==> src/rtl/teclado_matricial_if.sv <==
// rtl/teclado_matricial_if.sv - digit-buffer output bundle of the 4x4 keypad scanner
// Purpose: carries the BCD digit buffer and its one-cycle accept strobe from
//          teclado_matricial to its consumer.
// Signals:
//   digitos_value  80  twenty BCD nibbles, [3:0] = newest digit, 4'hF = empty slot
//   digitos_valid   1  one-cycle pulse per accepted key
// Modports:
//   master  drives digitos_value / digitos_valid (keypad scanner)
//   slave   receives them (consumer)
interface teclado_matricial_if;
  logic [79:0] digitos_value;
  logic        digitos_valid;

  modport master (output digitos_value, output digitos_valid);
  modport slave  (input  digitos_value, input  digitos_valid);
endinterface

==> src/rtl/teclado_matricial.sv <==
// rtl/teclado_matricial.sv - 4x4 matrix keypad scanner, debouncer and BCD digit buffer
// Purpose: drives the keypad columns one at a time, debounces a single pressed key,
//          encodes it as BCD and shifts it into a 20-digit buffer with a one-cycle strobe.
// Ports:
//   clk           in   1   system clock
//   rst           in   1   synchronous active-high reset
//   teclado_en_i  in   1   enable; low = idle with the buffer cleared
//   lin_i         in   4   keypad rows, active-high, asynchronous to clk
//   col_o         out  4   keypad column drive, one-hot active-high (4'b1111 while
//                          waiting for release, 4'b0000 when disabled)
//   dig_o         master  teclado_matricial_if (digitos_value / digitos_valid)
// Parameters: SCAN_CYCLES (>=3), DEBOUNCE_CYCLES, TIMEOUT_CYCLES.
// Optional feature: define TECLADO_TIMEOUT_EN to discard a partial entry after
//   TIMEOUT_CYCLES idle cycles.
module teclado_matricial #(
  parameter int SCAN_CYCLES     = 4,
  parameter int DEBOUNCE_CYCLES = 1000,
  parameter int TIMEOUT_CYCLES  = 50000
) (
  input  logic                clk,
  input  logic                rst,
  input  logic                teclado_en_i,
  input  logic [3:0]          lin_i,
  output logic [3:0]          col_o,
  teclado_matricial_if.master dig_o
);

  if (SCAN_CYCLES < 3 || DEBOUNCE_CYCLES < 1 || TIMEOUT_CYCLES < 1) begin : g_bad_cfg
    $error("teclado_matricial: invalid parameter set");
  end

  localparam int SCW = $clog2(SCAN_CYCLES);
  localparam int DBW = $clog2(DEBOUNCE_CYCLES + 1);
  localparam logic [SCW-1:0] SCAN_LAST = SCW'(SCAN_CYCLES - 1);
  localparam logic [DBW-1:0] DEB_LAST  = DBW'(DEBOUNCE_CYCLES - 1);
  localparam logic [79:0]    EMPTY     = '1;

  typedef enum logic [1:0] {
    ST_SCAN,
    ST_DEBOUNCE,
    ST_EMIT,
    ST_WAIT_RELEASE
  } state_t;

  state_t         state_q, state_d;
  logic [3:0]     lin_s1_q, lin_s2_q;
  logic [1:0]     col_idx_q, col_idx_d;
  logic [SCW-1:0] scan_cnt_q, scan_cnt_d;
  logic [DBW-1:0] deb_cnt_q, deb_cnt_d;
  logic [3:0]     row_q, row_d;
  logic [79:0]    digits_q, digits_d;
  logic           valid_q, valid_d;
  logic           term_q, term_d;

  logic [3:0]     lin_sync;
  logic           lin_one, lin_many;
  logic [1:0]     row_idx;
  logic           key_mapped;
  logic [3:0]     key_code;

  assign lin_sync = lin_s2_q;
  assign lin_one  = (lin_sync != 4'd0) && ((lin_sync & (lin_sync - 4'd1)) == 4'd0);
  assign lin_many = (lin_sync != 4'd0) && !lin_one;

  // The latched row is kept one-hot so the debouncer can compare it directly
  // against the synchronized rows; the index is only needed for encoding.
  always_comb begin
    row_idx = 2'd0;
    case (row_q)
      4'b0010: row_idx = 2'd1;
      4'b0100: row_idx = 2'd2;
      4'b1000: row_idx = 2'd3;
      default: row_idx = 2'd0;
    endcase
  end

  // Row-major layout: 1 2 3 A / 4 5 6 B / 7 8 9 C / * 0 # D.
  // Letter keys (column 3) are debounced like any other key but never emitted.
  always_comb begin
    key_mapped = 1'b1;
    key_code   = 4'hF;
    case ({row_idx, col_idx_q})
      4'b00_00: key_code = 4'h1;
      4'b00_01: key_code = 4'h2;
      4'b00_10: key_code = 4'h3;
      4'b01_00: key_code = 4'h4;
      4'b01_01: key_code = 4'h5;
      4'b01_10: key_code = 4'h6;
      4'b10_00: key_code = 4'h7;
      4'b10_01: key_code = 4'h8;
      4'b10_10: key_code = 4'h9;
      4'b11_00: key_code = 4'hA;
      4'b11_01: key_code = 4'h0;
      4'b11_10: key_code = 4'hB;
      default:  key_mapped = 1'b0;
    endcase
  end

`ifdef TECLADO_TIMEOUT_EN
  localparam int TOW = $clog2(TIMEOUT_CYCLES + 1);
  localparam logic [TOW-1:0] TO_LAST = TOW'(TIMEOUT_CYCLES - 1);
  logic [TOW-1:0] idle_q, idle_d;
`endif

  always_comb begin
    state_d    = state_q;
    col_idx_d  = col_idx_q;
    scan_cnt_d = scan_cnt_q;
    deb_cnt_d  = deb_cnt_q;
    row_d      = row_q;
    digits_d   = digits_q;
    valid_d    = 1'b0;
    term_d     = 1'b0;
`ifdef TECLADO_TIMEOUT_EN
    idle_d     = idle_q;
`endif

    case (state_q)
      ST_SCAN: begin
        // Decide only on the last cycle of a column so the two-flop
        // synchronizer has settled on rows belonging to this column.
        if (scan_cnt_q == SCAN_LAST) begin
          scan_cnt_d = '0;
          deb_cnt_d  = '0;
          if (lin_one) begin
            row_d   = lin_sync;
            state_d = ST_DEBOUNCE;
          end else if (lin_many) begin
            state_d = ST_WAIT_RELEASE;
          end else begin
            col_idx_d = col_idx_q + 2'd1;
          end
        end else begin
          scan_cnt_d = scan_cnt_q + SCW'(1);
        end
      end

      ST_DEBOUNCE: begin
        if (lin_sync == row_q) begin
          if (deb_cnt_q == DEB_LAST) begin
            // Buffer and strobe are registered here so they become visible
            // together during the EMIT cycle.
            deb_cnt_d = '0;
            state_d   = ST_EMIT;
            if (key_mapped) begin
              digits_d = {digits_q[75:0], key_code};
              valid_d  = 1'b1;
              term_d   = (key_code == 4'hA) || (key_code == 4'hB);
            end
          end else begin
            deb_cnt_d = deb_cnt_q + DBW'(1);
          end
        end else begin
          deb_cnt_d = '0;
          state_d   = ST_SCAN;
        end
      end

      ST_EMIT: begin
        deb_cnt_d = '0;
        state_d   = ST_WAIT_RELEASE;
        // A terminator is shown for its strobe cycle only, then the entry is dropped.
        if (term_q) begin
          digits_d = EMPTY;
        end
      end

      ST_WAIT_RELEASE: begin
        if (lin_sync == 4'd0) begin
          if (deb_cnt_q == DEB_LAST) begin
            deb_cnt_d  = '0;
            scan_cnt_d = '0;
            col_idx_d  = 2'd0;
            state_d    = ST_SCAN;
          end else begin
            deb_cnt_d = deb_cnt_q + DBW'(1);
          end
        end else begin
          deb_cnt_d = '0;
        end
      end

      default: begin
        state_d = ST_SCAN;
      end
    endcase

`ifdef TECLADO_TIMEOUT_EN
    if (valid_d) begin
      idle_d = '0;
    end else if (digits_q != EMPTY) begin
      if (idle_q == TO_LAST) begin
        idle_d   = '0;
        digits_d = EMPTY;
      end else begin
        idle_d = idle_q + TOW'(1);
      end
    end else begin
      idle_d = '0;
    end
`endif

    if (!teclado_en_i) begin
      state_d    = ST_SCAN;
      col_idx_d  = 2'd0;
      scan_cnt_d = '0;
      deb_cnt_d  = '0;
      digits_d   = EMPTY;
      valid_d    = 1'b0;
      term_d     = 1'b0;
`ifdef TECLADO_TIMEOUT_EN
      idle_d     = '0;
`endif
    end
  end

  always_ff @(posedge clk) begin
    if (rst) begin
      state_q    <= ST_SCAN;
      lin_s1_q   <= 4'd0;
      lin_s2_q   <= 4'd0;
      col_idx_q  <= 2'd0;
      scan_cnt_q <= '0;
      deb_cnt_q  <= '0;
      row_q      <= 4'd0;
      digits_q   <= EMPTY;
      valid_q    <= 1'b0;
      term_q     <= 1'b0;
`ifdef TECLADO_TIMEOUT_EN
      idle_q     <= '0;
`endif
    end else begin
      state_q    <= state_d;
      lin_s1_q   <= lin_i;
      lin_s2_q   <= lin_s1_q;
      col_idx_q  <= col_idx_d;
      scan_cnt_q <= scan_cnt_d;
      deb_cnt_q  <= deb_cnt_d;
      row_q      <= row_d;
      digits_q   <= digits_d;
      valid_q    <= valid_d;
      term_q     <= term_d;
`ifdef TECLADO_TIMEOUT_EN
      idle_q     <= idle_d;
`endif
    end
  end

  // All columns are driven while waiting for release so any held key is seen.
  always_comb begin
    if (!teclado_en_i) begin
      col_o = 4'b0000;
    end else if (state_q == ST_WAIT_RELEASE) begin
      col_o = 4'b1111;
    end else begin
      col_o = 4'b0001 << col_idx_q;
    end
  end

  assign dig_o.digitos_value = digits_q;
  assign dig_o.digitos_valid = valid_q;

endmodule

==> src/flat_wrapper.sv <==
// flat-port wrapper written by rule: the top's interface ports become plain ports
module teclado_matricial_flat 
#(
  parameter int SCAN_CYCLES     = 4,
  parameter int DEBOUNCE_CYCLES = 1000,
  parameter int TIMEOUT_CYCLES  = 50000
)
  (clk, rst, teclado_en_i, lin_i, col_o, dig_o_digitos_value, dig_o_digitos_valid);
  teclado_matricial_if dig_o_i ();
  input  logic clk;
  input  logic rst;
  input  logic teclado_en_i;
  input  logic [3:0] lin_i;
  output logic [3:0] col_o;
  output wire logic [$bits(dig_o_i.digitos_value)-1:0] dig_o_digitos_value;
  output wire logic [$bits(dig_o_i.digitos_valid)-1:0] dig_o_digitos_valid;
  assign dig_o_digitos_value = dig_o_i.digitos_value;
  assign dig_o_digitos_valid = dig_o_i.digitos_valid;
  teclado_matricial #(.SCAN_CYCLES(SCAN_CYCLES), .DEBOUNCE_CYCLES(DEBOUNCE_CYCLES), .TIMEOUT_CYCLES(TIMEOUT_CYCLES)) u_core (.clk(clk), .rst(rst), .teclado_en_i(teclado_en_i), .lin_i(lin_i), .col_o(col_o), .dig_o(dig_o_i));
endmodule
==> config.mk <==
export PLATFORM = sky130hd
export DESIGN_NAME = teclado_matricial_flat
export DESIGN_NICKNAME = d
export VERILOG_FILES = /design/src/rtl/teclado_matricial_if.sv /design/src/rtl/teclado_matricial.sv /design/src/flat_wrapper.sv
export SDC_FILE = /design/constraint.sdc
export NUM_CORES = 1
export LEC_CHECK = 0
export CELL_PAD_IN_SITES_DETAIL_PLACEMENT = 1
export CELL_PAD_IN_SITES_GLOBAL_PLACEMENT = 2
export CORE_MARGIN = 2
export CORE_UTILIZATION = 35
export CTS_BUF_LIST = sky130_fd_sc_hd__clkbuf_8
export CTS_CLUSTER_DIAMETER = 200
export CTS_CLUSTER_SIZE = 20
export DETAILED_ROUTE_END_ITERATION = 10
export GPL_TIMING_DRIVEN = 0
export PLACE_DENSITY = 0.91
export SYNTH_ARGS = -nofsm -noshare
export SYNTH_HDL_FRONTEND = slang
export SYNTH_SLANG_ARGS = --single-unit
export TNS_END_PERCENT = 50
==> constraint.sdc <==
create_clock -name clk -period 3.12 [get_ports clk]
set_input_delay 0.624 -clock clk [delete_from_list [all_inputs] [get_ports clk]]
set_output_delay 0.624 -clock clk [all_outputs]
set_load 0.05 [all_outputs]
; Yosys cells after proc, flatten, opt, wreduce, memory -nomap -nowiden
; Index checks and enable logic that the tools add are counted.
[op_classes]
addsub = 4
n_eq_ne = 33
n_shift = 1
n_mux = 30
bitwise_logic = 6
n_reduce_logical = 20
[ops]
columns = operator, n
row1 = 80-bit two-way mux, 4
row2 = 80-bit one-hot mux with 2 select lines, 1
row3 = 4-bit one-hot mux with 12 select lines, 1
row4 = 10-bit two-way mux, 4
row5 = 10-bit one-hot mux with 4 select lines, 1
row6 = 4-bit equality test (second input constant), 9
row7 = 2-bit two-way mux, 11
row8 = 4-bit by 3-bit equality test with 1-bit output (second input constant), 4
row9 = 2-bit by 1-bit != test with 1-bit output (second input constant), 7
row10 = 4-bit logical NOT, 3
row11 = 12-bit OR reduction, 1
row12 = 10-bit by 1-bit adder with 10-bit output (second input constant), 1
row13 = 10-bit equality test (second input constant), 1
row14 = 5-bit AND reduction, 2
row15 = 4-bit by 2-bit equality test with 1-bit output (second input constant), 2
row16 = 4-bit two-way mux, 2
row17 = 2-bit one-hot mux with 2 select lines, 2
row18 = 2-bit one-hot mux with 4 select lines, 1
row19 = 2-bit equality test (second input constant), 3
row20 = 2-bit one-hot mux with 3 select lines, 1
row21 = 3-bit AND reduction, 2
row22 = 6-bit AND reduction, 1
row23 = 6-bit OR reduction, 1
row24 = 1-bit inverter, 5
row25 = 19 further kinds, 24
[word_totals]
reg_bits = 110
output_inout_bits = 85

; Longest topological paths before layout
; Gate-level depths: netlist (run 1).
[logic_depth]
word_depth = 10
ltp_mapped = 8

; Worst setup path after synthesis (run 1)
; Ideal clock, no wire load.
[synth_path]
kind = register to output
from = reg u_core.state_q[0]
to = out col_o[0]
t_arrival_ns = 1.293
required_ns = 2.496
path_slack_ns = 1.203
path_stages_with_launch = 4
path_buffers = 1
cell_sequence = dfxtp_1 > ha_1 > clkbuf_1 > o21a_1
[synth_via]
elab_chain_cells = 3
[synth_lines]
columns = element, line
row1 = start: declaration, teclado_matricial.sv:45  ; state_t state_q, state_d;
row2 = start signal: assignment, teclado_matricial.sv:233  ; state_q <= state_d;
row3 = 2-bit equality test, teclado_matricial.sv:253  ; end else if (state_q == ST_WAIT_RELEASE) begin
row4 = 4-bit two-way mux, teclado_matricial.sv:253
row5 = 4-bit two-way mux, teclado_matricial.sv:251  ; if (!teclado_en_i) begin
row6 = end: declaration, flat_wrapper.sv:14  ; output logic [3:0] col_o;
; No other way between the ends.

; Worst setup path in the final report (run 1)
[layout_path]
from = reg u_core.state_q[0]
to = out col_o[1]
; The elaborated chain is that of the path after synthesis.

==> flow_metrics.env, run 1 <==
export IMPL_outcome="complete, but fails checks"
export IMPL_violations="DRC"
export IMPL_gp_congestion=0.7871
export IMPL_min_path_type="flip-flop to flip-flop"
export IMPL_drtPass1Iterations=7
export IMPL_worstSkewPairLatency_ns=0.38
export IMPL_crit_fanout=10
export IMPL_die_h_microns=113.1
export IMPL_worst_setup_path_start_kind="flip-flop"
export IMPL_hold_violations=0
export IMPL_dieWidth_microns=113.1
export IMPL_syn_area_sq_um=4166
export IMPL_cts_sinks=110
export IMPL_slew_violations=0
export IMPL_clock_path_buffers=2
export IMPL_area_delta_synth_final_pct=30.87
export IMPL_worstPathRequired_ns=2.50
export IMPL_cp_arrival_ns=2.27
export IMPL_ys_warn_count=0
export IMPL_end_kind="primary output"
export IMPL_finalWirelength_microns=10670
export IMPL_tritoncts="built"
export IMPL_avgSynthCellArea_sq_um=10.63
export IMPL_fmax_mhz=345.5
export IMPL_drc_errors=5
export IMPL_async_flop_share_pct=0
export IMPL_synth_top_area_share_pct=52.85
export IMPL_ys_types=49
export IMPL_hold_worst_slack_ns=0.4474
export IMPL_syn_inst=392
export IMPL_finClkSkew_ns=0.01109
export IMPL_grt_max_degree=21
export IMPL_ys_flop_type="dfxtp_1"
export IMPL_cts_made_buffers=9
export IMPL_grtUsageTotal_pct=17.31
export IMPL_grt_antenna_before_repair=0
export IMPL_antenna_left=0
export IMPL_fin_nets=513
export IMPL_synth_seq_cells=110
export IMPL_die_area_sq_um=12790
export IMPL_dpl_hpwl_microns=8041
export IMPL_period_needed_ns=2.895
export IMPL_root_buffer="clkbuf_8"
export IMPL_critPathMaxStageDelay_ns=0.80
export IMPL_coreArea_sq_um=11520
export IMPL_pin_count=92
export IMPL_period_share_pct=92.78
export IMPL_drv_cap=0
export IMPL_synth_area_top_cells="dfxtp_1 (53%), o22a_1 (16%), ha_1 (3.6%), xnor2_1 (2.1%), nor2_1 (1.9%)"
export IMPL_via_per_inst=5.243
export IMPL_io_buffers=91
export IMPL_grt_pass1_wl_microns=17970
export IMPL_post_drt_wl_per_cell_microns=16.62
export IMPL_crit_buf_inv=2
export IMPL_criticalPathCategory="flip-flop to primary output"
export IMPL_crit_family="buffers and inverters"
export IMPL_fin_util_pct=47.35
export IMPL_h_tree_depth=3
export IMPL_drtIter0Drc=93
export IMPL_floorplan_initialDensity_pct=36.18
export IMPL_slowest_stage="clkdlybuf4s50_1"
export IMPL_fillers=1278
export IMPL_tightest_slew_ns=0.5843
export IMPL_rows=39
export IMPL_drive_above_1_share_pct=7.816
export IMPL_path_cells="ha_1 > clkbuf_2 > o21a_1 > clkdlybuf4s50_1"
export IMPL_rsz0062_at_grt="false"
export IMPL_vdd_drop_max_mv=0.1887
export IMPL_relSlewSlack_pct=61.05
export IMPL_vias=3366
export IMPL_dp_cells=626
export IMPL_setup_viol=0
export IMPL_finalSetupTns_ns=0
export IMPL_antenna_cells=0
export IMPL_instances_no_fill=642
export IMPL_powerDensity_nw_per_um2=426.8
export IMPL_seq_area_frac_synth_pct=52.85
export IMPL_cts_setup_buffers=0
export IMPL_grt_overflow=0
export IMPL_synth_edf_count=0
export IMPL_cts_clk_slew_worst_paths_ns=0.11
export IMPL_grt_pass1_vias=3487
export IMPL_leakagePower_nw=1.893
export IMPL_synth_nets=411
export IMPL_synth_largest_area_cell="dfxtp_1"
## worst paths after layout
check | startpoint | slack, ns | cells past startpoint | to
worst max-delay path | u_core.state_q[0]$_SDFFE_PP0P_ | 0.23 | 4 | col_o[1]
worst min-delay path | u_core.lin_s1_q[3]$_SDFF_PP0_ | 0.45 | 1 | u_core.lin_s2_q[3]$_SDFF_PP0_
worst max register to register | u_core.row_q[0]$_SDFFE_PP0P_ | 0.80 | 7 | u_core.dig_o.digitos_value[2]$_SDFFE_PP1P_
worst min register to register | u_core.lin_s1_q[3]$_SDFF_PP0_ | 0.45 | 1 | u_core.lin_s2_q[3]$_SDFF_PP0_
## cell usage in the layout (no fill, tap or decap), types with 11 or more instances in the layout
cell | synthesis | routed
clkbuf_1 | 13 | 12
buf_2 | 13 | 13
nor2_1 | 21 | 21
dfxtp_1 | 110 | 110
a21oi_1 | 12 | 12
nand2_1 | 16 | 16
clkdlybuf4s50_1 | 0 | 91
o22a_1 | 77 | 77
ha_1 | 12 | 12
inv_1 | 10 | 11
## layout make-up
| cell class | instances | area, sq um | area share, % |
|---|---|---|---|
| plain buffers | 27 | 120.1 | 2.203 |
| clock buffers | 9 | 123.9 | 2.272 |
| clock inverters | 7 | 71.32 | 1.308 |
| inverters | 10 | 37.54 | 0.6884 |
| multi-input cells | 245 | 1808 | 33.16 |
| flip-flops and latches | 110 | 2202 | 40.39 |
| well taps | 143 | 178.9 | 3.281 |
| repair buffers | 91 | 910.9 | 16.70 |
## synthesized netlist by cell type, drive strengths merged, types with 9 or more instances
cell,count
nor2,21
buf,13
ha,12
a21oi,12
clkbuf,14
dfxtp,110
nor2b,10
nor3,9
nand2,16
inv,10
xnor2,10
o22a,77
## flip-flops by register name, indices dropped and copies added, names as in the netlist
register,flops
u_core.dig_o.digitos_value,80
u_core.deb_cnt_q,10
u_core.lin_s1_q,4
u_core.lin_s2_q,4
u_core.row_q,4
u_core.col_idx_q,2
u_core.scan_cnt_q,2
u_core.state_q,2
u_core.dig_o.digitos_valid,1
u_core.term_q,1
## per-layer routing
metal  global-route usage (%)  part of all wire, %  vias to the layer above
li1                         -                    -                     1651
met1                    22.62                   46                     1644
met2                    29.14                   49                       63
met3                    3.428                  3.8                        8
met4                    5.041                 0.99                        0
met5                        0                    0                        -
## stage by stage
step,total power [W],area (sq um),worst slack (ns)
4_1_cts,0.002359,5451,0.02916
3_3_place_gp,0.001526,5256,0.3285
5_1_grt,0.002419,5453,0.09946
2_1_floorplan,0.001500,4167,1.203
6_report,0.002327,5453,0.2254
3_5_place_dp,0.001529,5256,0.2915
## kinds of logic after synthesis
kind of cell	after synthesis	share of synthesized area (%)
AOI/OAI and AO/OA	121	23.72
xor gates and xnor gates	11	2.312
adders and majority gates	12	3.604
buffers and inverters	37	3.754
DFF	110	52.85
muxes	5	1.201
and+or+nand+nor	96	12.55
## what timing repair did
action / CTS / global route
resized for setup: 0 / 2
endpoints found under the setup margin: 0 / 4
hold buffers: 0 / 0
## where the power goes
| group | internal, W | total, W | leakage, nW | switching [W] |
|---|---|---|---|---|
| registers | 0.00141 | 0.00141 | 0.891 | 0.00000394 |
| logic | 0.0000290 | 0.0000823 | 0.900 | 0.0000534 |
| clock network | 0.000312 | 0.000831 | 0.102 | 0.000519 |
| total | 0.00175 | 0.00233 | 1.89 | 0.000577 |
(Power assumes the default switching activity.)
==> inputs of run 2 (changes only) <==
Settings changed: CORE_MARGIN 2 to 4, CORE_UTILIZATION 35 to 33, PLACE_DENSITY 0.91 to 0.87.
Clock period 3.12 ns to 3.2 ns, I/O delays scaled along.
==> run 2 against run 1 <==
Effect of this change:
- die area is 13% higher
- critical endpoint unchanged
- setup slack got worse by 0.025 ns
- largest power group unchanged
- register-to-register slack gained 0.10 ns
- via count shrank 1.8%
- final cell count rose by 3.7%
- routed wire length down 0.90%
- critical path type unchanged
- clock power decreased by 6.0%
- global-route usage down 2.7 points
- non-clock buffer count is the same
- sequential cell count is the same
- sequential power about the same
- critical path depth stayed put
- highest routed layer unchanged
- the flow now finishes without violations
==> flow_metrics.env, run 2 (synthesis results as in run 1) <==
export IMPL_drtIter0Drc=152
export IMPL_worstSkewPairLatency_ns=0.37
export IMPL_fillers=1358
export IMPL_drive_above_1_share_pct=7.631
export IMPL_area_delta_synth_final_pct=31.20
export IMPL_dieWidth_microns=120.4
export IMPL_rsz0062_at_grt="false"
export IMPL_powerDensity_nw_per_um2=409.7
export IMPL_drv_cap=0
export IMPL_outcome="finished clean"
export IMPL_vdd_drop_max_mv=0.2731
export IMPL_reg2reg_to="u_core.dig_o.digitos_value[1]$_SDFFE_PP1P_"
export IMPL_crit_fanout=10
export IMPL_critPathMaxStageDelay_ns=0.80
export IMPL_cts_hold_buf=0
export IMPL_cts_clk_slew_worst_paths_ns=0.11
export IMPL_min_path_type="flip-flop to flip-flop"
export IMPL_drtPass1Iterations=6
export IMPL_pin_count=92
export IMPL_whs_path_depth=1
export IMPL_post_drt_wl_per_cell_microns=15.88
export IMPL_postCtsResizedCells=0
export IMPL_grt_antenna_before_repair=0
export IMPL_cts_sinks=110
export IMPL_tritoncts="built"
export IMPL_rrSetupSlack_ns=0.90
export IMPL_min_from="u_core.lin_s1_q[2]$_SDFF_PP0_"
export IMPL_vias=3305
export IMPL_setup_viol=0
export IMPL_coreArea_sq_um=12160
export IMPL_finalWirelength_microns=10570
export IMPL_io_buffers=91
export IMPL_cts_made_buffers=9
export IMPL_grt_pass1_wl_microns=17240
export IMPL_hold_violations=0
export IMPL_finalSetupTns_ns=0
export IMPL_antenna_cells=0
export IMPL_hold_end="u_core.lin_s2_q[2]$_SDFF_PP0_"
export IMPL_h_tree_depth=3
export IMPL_grtUsageTotal_pct=14.60
export IMPL_grt_overflow=0
export IMPL_slew_violations=0
export IMPL_grt_pass1_vias=3452
export IMPL_cts_setup_buffers=0
export IMPL_rows=40
export IMPL_worstSetupStartpoint="u_core.state_q[0]$_SDFFE_PP0P_"
export IMPL_period_share_pct=93.74
export IMPL_gp_congestion=0.7523
export IMPL_antenna_left=0
export IMPL_leakagePower_nw=1.874
export IMPL_fin_nets=513
export IMPL_tightest_slew_ns=0.5710
export IMPL_relSlewSlack_pct=61.93
export IMPL_worst_setup_path_start_kind="flip-flop"
export IMPL_worstPathRequired_ns=2.56
export IMPL_clock_path_buffers=2
export IMPL_dp_cells=651
export IMPL_grt_max_degree=20
export IMPL_dpl_hpwl_microns=8083
export IMPL_largest_register_ffs=80
export IMPL_instances_no_fill=666
export IMPL_via_per_inst=4.962
export IMPL_drc_errors=0
export IMPL_fmax_mhz=333.4
export IMPL_end_kind="primary output"
export IMPL_root_buffer="clkbuf_8"
export IMPL_period_needed_ns=3.000
export IMPL_timing_final_ws_setup_ns=0.2002
export IMPL_r2r_cells=7
export IMPL_place_ws_ns=0.3621
export IMPL_cp_arrival_ns=2.36
export IMPL_die_area_sq_um=14490
export IMPL_die_h_microns=120.4
export IMPL_criticalPathCategory="flip-flop to primary output"
export IMPL_floorplan_initialDensity_pct=34.26
export IMPL_slowest_stage="clkdlybuf4s50_1"
export IMPL_hold_worst_slack_ns=0.4494
export IMPL_finClkSkew_ns=0.01181
export IMPL_mostFrequentLayoutCells="dfxtp_1 (110), clkdlybuf4s50_1 (91), o22a_1 (77), nor2_1 (21), nand2_1 (16)"
export IMPL_timing_rr_start="u_core.row_q[2]$_SDFFE_PP0P_"
export IMPL_final_common_cell="dfxtp_1"
export IMPL_path_cells="ha_1 > clkbuf_1 > o21a_1 > clkdlybuf4s50_1"
[run 2: layout make-up]
type | count | area (sq um) | share of cell area, %
Buffer | 27 | 118.9 | 2.174
Clock buffer | 9 | 123.9 | 2.266
Clock inverter | 6 | 55.05 | 1.007
Inverter | 10 | 37.54 | 0.6867
Multi-Input combinational cell | 245 | 1808 | 33.07
Sequential cell | 110 | 2202 | 40.28
Tap cell | 168 | 210.2 | 3.845
Timing Repair Buffer | 91 | 910.9 | 16.66
[run 2: worst max-delay path by stage]
stage | endpoint | slack [ns] | cells after the start
after floorplan | col_o[0] | 1.27 | 3
after global placement | col_o[1] | 0.40 | 3
after detailed placement | u_core.dig_o.digitos_value[38]$_SDFFE_PP1P_ | 0.36 | 6
after CTS | col_o[1] | 0.16 | 4
after global routing | col_o[3] | 0.02 | 4
final | col_o[1] | 0.20 | 4
[run 2: where the power goes]
group	leakage (nW)	total, W	internal, W	switching [W]
Combinational	0.897	0.0000802	0.0000283	0.0000519
Clock	0.0853	0.000781	0.000293	0.000489
Sequential	0.891	0.00138	0.00137	0.00000389
Total	1.87	0.00224	0.00170	0.000544
[run 2: layer usage]
layer | up-vias | global-route usage [%] | share of wire (%)
li1 | 1647 | - | -
met4 | 0 | 4.108 | 1.4
met5 | - | 0 | 0
met1 | 1578 | 17.67 | 46
met3 | 14 | 4.256 | 4.3
met2 | 66 | 25.22 | 49
[run 2: critical path: cells and delay by family (launching register included)]
family / cells / cell delay (ns)
flops: 1 / 0.40
compound gates: 1 / 0.19
fa+ha+maj: 1 / 0.23
buf+inv: 2 / 1.17
[run 2: stage by stage]
step	power [W]	util, %	instance area (sq um)
2_1_floorplan	0.001462	-	4167
3_3_place_gp	0.001488	43.48	5288
3_5_place_dp	0.001492	43.48	5288
4_1_cts	0.002276	44.95	5466
5_1_grt	0.002339	44.95	5466
6_report	0.002240	44.95	5466
